<file path="src/rtl/audio_slot_sched.sv">
// Time-slot scheduler sharing one audio DAC input among four latched sources.
// Define AUDIO_SLOT_SKIP_EN to skip disabled sources; default rotates all four slots.
module audio_slot_sched #(
    parameter int unsigned SLOT = 4
) (
    input  logic       clock,
    input  logic       reset,
    input  logic       ce,
    input  logic [3:0] en,
    input  logic [3:0] ld,
    input  logic [5:0] src0,
    input  logic [5:0] src1,
    input  logic [5:0] src2,
    input  logic [5:0] src3,
    output logic [5:0] dacDi,
    output logic [1:0] slot,
    output logic       slotStb
);

    localparam int unsigned   CW       = (SLOT > 1) ? $clog2(SLOT) : 1;
    localparam logic [CW-1:0] CNT_LAST = CW'(SLOT - 1);

    typedef enum logic {
        IDLE,
        RUN
    } state_t;

    state_t        state_q;
    logic [CW-1:0] cnt_q;
    logic [1:0]    slot_q;
    logic [5:0]    dac_q;
    logic          stb_q;
    logic [5:0]    hold_q [4];

    logic [1:0]    slot_first_d;
    logic [1:0]    slot_next_d;
    logic [5:0]    dac_first_d;
    logic [5:0]    dac_next_d;

    always_ff @(posedge clock) begin
        if (!reset) begin
            for (int unsigned i = 0; i < 4; i++) begin
                hold_q[i] <= '0;
            end
        end else begin
            if (ld[0]) hold_q[0] <= src0;
            if (ld[1]) hold_q[1] <= src1;
            if (ld[2]) hold_q[2] <= src2;
            if (ld[3]) hold_q[3] <= src3;
        end
    end

`ifdef AUDIO_SLOT_SKIP_EN
    logic [1:0] cand;

    // Later loop iterations win, so the lowest index / smallest offset has priority;
    // offset 4 wraps back onto the current slot when it is the only one enabled.
    always_comb begin
        slot_first_d = '0;
        slot_next_d  = slot_q;
        cand         = '0;
        for (int unsigned j = 0; j < 4; j++) begin
            if (en[3 - j]) slot_first_d = 2'(3 - j);
        end
        for (int unsigned j = 0; j < 4; j++) begin
            cand = slot_q + 2'(4 - j);
            if (en[cand]) slot_next_d = cand;
        end
        dac_first_d = hold_q[slot_first_d];
        dac_next_d  = hold_q[slot_next_d];
    end
`else
    always_comb begin
        slot_first_d = '0;
        slot_next_d  = slot_q + 2'd1;
        dac_first_d  = en[0] ? hold_q[0] : '0;
        dac_next_d   = en[slot_next_d] ? hold_q[slot_next_d] : '0;
    end
`endif

    always_ff @(posedge clock) begin
        if (!reset) begin
            state_q <= IDLE;
            cnt_q   <= '0;
            slot_q  <= '0;
            dac_q   <= '0;
            stb_q   <= 1'b0;
        end else begin
            stb_q <= 1'b0;
            case (state_q)
                IDLE: begin
                    cnt_q <= '0;
                    dac_q <= '0;
                    if (en != '0) begin
                        state_q <= RUN;
                        slot_q  <= slot_first_d;
                        dac_q   <= dac_first_d;
                        stb_q   <= 1'b1;
                    end
                end
                RUN: begin
                    if (ce) begin
                        if (cnt_q == CNT_LAST) begin
                            cnt_q <= '0;
                            if (en == '0) begin
                                state_q <= IDLE;
                                dac_q   <= '0;
                            end else begin
                                slot_q <= slot_next_d;
                                dac_q  <= dac_next_d;
                                stb_q  <= 1'b1;
                            end
                        end else begin
                            cnt_q <= cnt_q + CW'(1);
                        end
                    end
                end
                default: state_q <= IDLE;
            endcase
        end
    end

    assign dacDi   = dac_q;
    assign slot    = slot_q;
    assign slotStb = stb_q;

endmodule
</file>
<file path="config.mk">
export PLATFORM = sky130hd
export DESIGN_NAME = audio_slot_sched
export DESIGN_NICKNAME = d
export VERILOG_FILES = /design/src/rtl/audio_slot_sched.sv
export SDC_FILE = /design/constraint.sdc
export NUM_CORES = 1
export LEC_CHECK = 0
export ABC_AREA = 0
export ABC_CLOCK_PERIOD_IN_PS = 1700
export BUFFER_PORTS_ARGS = -buffer_cell sky130_fd_sc_hd__buf_4
export CORE_ASPECT_RATIO = 0.6
export CORE_MARGIN = 8
export CORE_UTILIZATION = 26
export DETAILED_ROUTE_END_ITERATION = 8
export PLACE_DENSITY = 0.52
export RECOVER_POWER = 50
export SYNTH_ARGS = -nofsm -noshare
export SYNTH_HDL_FRONTEND = slang
export SYNTH_SLANG_ARGS = --single-unit
</file>
<file path="constraint.sdc">
create_clock -name clock -period 1.7 [get_ports clock]
set_clock_uncertainty 0.1 [all_clocks]
set_input_delay 0.34 -clock clock [delete_from_list [all_inputs] [get_ports clock]]
set_output_delay 0.34 -clock clock [all_outputs]
set_load 0.02 [all_outputs]
</file>
==> flow_summary.ini <==
[route]
drt-pass1-iter-count = 4
drt-vias-per-instance = 4.47
drt_iter0_markers = 55
dr_total_vias = 1130
wl_mm = 3.81
postRouteAntennaNets = 0
routedWlPerCell_um = 15.1
drc = 0

[global_routing]
grt_pass1_wl_mm = 6.09
grt_max_degree = 40
first_global_vias = 1151
grt-ovfl-total = 0
track_usage = 0.0841
grt_antenna_before_repair = 0

[status]
status = complete, no violations

[placement]
dp_hpwl_mm = 3.17
dpl_cell_area_um2 = 2070
port_buffers = 43
place_ws_ns = -0.147
routabilityCongestion = 0.781

[timing]
max_freq_mhz = 628
finalCriticalPeriod_ns = 1.59
finalWorstSetupSlack_ns = 0.107
worst_pin_slew_ns = 0.738
maxSlewHeadroom = 0.507
slew_violations = 0
final.period_utilization = 0.937
hold_slack_ns = 0.280
finalHoldViolations = 0
finalSetupViolations = 0
rsz0062_at_grt = no

[pwr]
ir_drop_v = 0.000258
p_sw_frac = 0.228
seq_power_share = 0.572
powerDensity_nw_per_um2 = 834
clkPwrFrac = 0.306
p_switching_uw = 411
leakagePower_uw = 0.000922
p_int_uw = 1390
share_comb_of_total_power = 0.122

[yosys]
ys_ff_latch = 36
syn_area_um2 = 1640
syn_area_per_cell_um2 = 13.4
syn_inst = 123
syn_nets = 159
ys_seq_area_frac = 0.585
ys_warn_count = 0
synth.distinct_cells = 28

[floorplanning]
coreArea_um2 = 6110
die_area_um2 = 9200
initial_utilization = 0.269
rows = 22
ios = 44
die_h_um = 77.6
die_w_um = 119

[worst_setup_path]
max_stage_delay_ns = 0.48
critical_path.cell_chain = mux4_2 > and3_4 > a221oi_2 > nor2_1
start_kind = flip-flop
crit_slowest_cell = mux4_2
required_ns = 1.77
path_max_fanout = 6
worstSetupPathType = flip-flop to flip-flop
worstPathArrival_ns = 1.66
crit_path_end_kind = flip-flop
r2r-start = slot[0]
crit_start = slot[0]

[cts]
cts_root_buf = clkbuf_8
cts.sinks = 36
clock_path_buffers = 2
clock_latency_ns = 0.28
post_cts_buffers = 0
htreeDepth = 2
cts.clk_slew.worst_paths_ns = 0.07
cts_tree = done
cts_made_buffers = 5
ctsHoldBuffers = 0

[final_layout]
nNetsFinal = 204
diodes = 0
fin_area_um2 = 2160
drive_gt1_frac = 0.426
area_growth_pct = 31.8

[flow_run]
drv_cap = 0

[hold_path]
hp-start = src2[1]
hold_class = primary input to flip-flop
-- cell usage after synthesis --
master,number,area share
nand2_1,3,0.0069
nor4_1,1,0.0038
mux2i_1,1,0.0061
nand4_1,1,0.0038
dfxtp_1,12,0.15
mux4_2,6,0.082
a21boi_2,1,0.0069
o21a_1,2,0.0091
o21ai_1,1,0.0030
nor3_1,1,0.0030
nand2b_1,4,0.015
ha_1,1,0.0076
a221oi_2,6,0.055
nor2_1,8,0.018
and3_1,26,0.099
nand3_1,1,0.0030
inv_2,1,0.0023
nor2b_1,2,0.0076
clkbuf_1,6,0.014
and2_1,1,0.0038
mux4_1,1,0.016
nor3b_1,1,0.0046
edfxtp_1,24,0.44
buf_2,1,0.0030
a21oi_1,2,0.0061
or4_4,1,0.0069
o21ai_0,7,0.021
buf_6,1,0.0069
-- through the flow --
| stage | setup TNS, ns | instances | total power [uW] | utilization |
|---|---|---|---|---|
| after floorplan | 0 | 123 | 1150 | - |
| after global placement | -0.464 | 245 | 1260 | 0.339 |
| after detailed placement | -0.764 | 245 | 1270 | 0.339 |
| after CTS | 0 | 253 | 1820 | 0.353 |
| after global routing | 0 | 253 | 1890 | 0.354 |
| final | 0 | 253 | 1810 | 0.354 |
-- worst paths after layout --
path | end | slack [ns] | depth (start not counted)
setup reg to reg | dacDi[2] | 0.11 | 4
setup / recovery | dacDi[2] | 0.11 | 4
hold / removal | hold_q[2][1] | 0.28 | 2
hold reg to reg | cnt_q[1] | 0.43 | 2
-- logic make-up (layout without fill, tap and decap cells) --
logic type / after synthesis / after routing / synth area share
AOI/OAI and AO/OA: 19 / 19 / 0.101
adders and majority gates: 1 / 1 / 0.00761
buffers and inverters: 9 / 55 / 0.0259
DFF: 36 / 36 / 0.585
muxes: 8 / 8 / 0.104
and+or+nand+nor: 50 / 50 / 0.176
-- layout make-up --
type | instances | area [um2]
clock buffer | 5 | 68.8
inverter | 1 | 3.75
fill | 629 | 3950
tap | 84 | 105
multi-input combinational | 78 | 652
timing repair buffer | 46 | 355
sequential | 36 | 966
clock inverter | 3 | 13.8
-- power groups by stage --
stage               logic [uW]  clock network [uW]  registers (uW)
floorplan                  103                   0            1050
global placement           211                   0            1050
detailed placement         218                   0            1050
CTS                        219                 572            1030
global route               241                 606            1040
finish                     220                 552            1030
-- critical path: cells and delay by family, from the launching register on --
family	cells	cell delay (ns)
multiplexers	1	0.48
flip-flops	1	0.35
AO/OA/AOI/OAI	1	0.27
AND/OR/NAND/NOR	2	0.28
-- per-layer routing --
| metal | wire (um) | GRT usage |
|---|---|---|
| met5 | 0 | 0 |
| met4 | 22 | 0.0226 |
| met3 | 282 | 0.0412 |
| met2 | 1580 | 0.117 |
| met1 | 1920 | 0.113 |
-- layout by cell type (no fill, tap or decap), drive strengths merged, types with 2 or more instances in the layout --
master,n
buf,45
and3,26
edfxtp,24
dfxtp,12
nor2,8
o21ai,8
mux4,7
a221oi,6
clkbuf,6
nand2b,4
nand2,3
clkinv,3
a21oi,2
nor2b,2
o21a,2
-- what timing repair did --
action                                  in CTS  in global routing
gates resized for setup                      2                  3
cloned                                       0                  0
pin swaps                                    0                  2
endpoints found under the setup margin       6                  3
-- state kept, by name, indices dropped and copies added, names as in the netlist --
register and count:
cnt_q 2, dacDi 6, hold_q 24, slot 2
slotStb 1, state_q 1
Note: power is estimated with default switching activity, not from simulation.
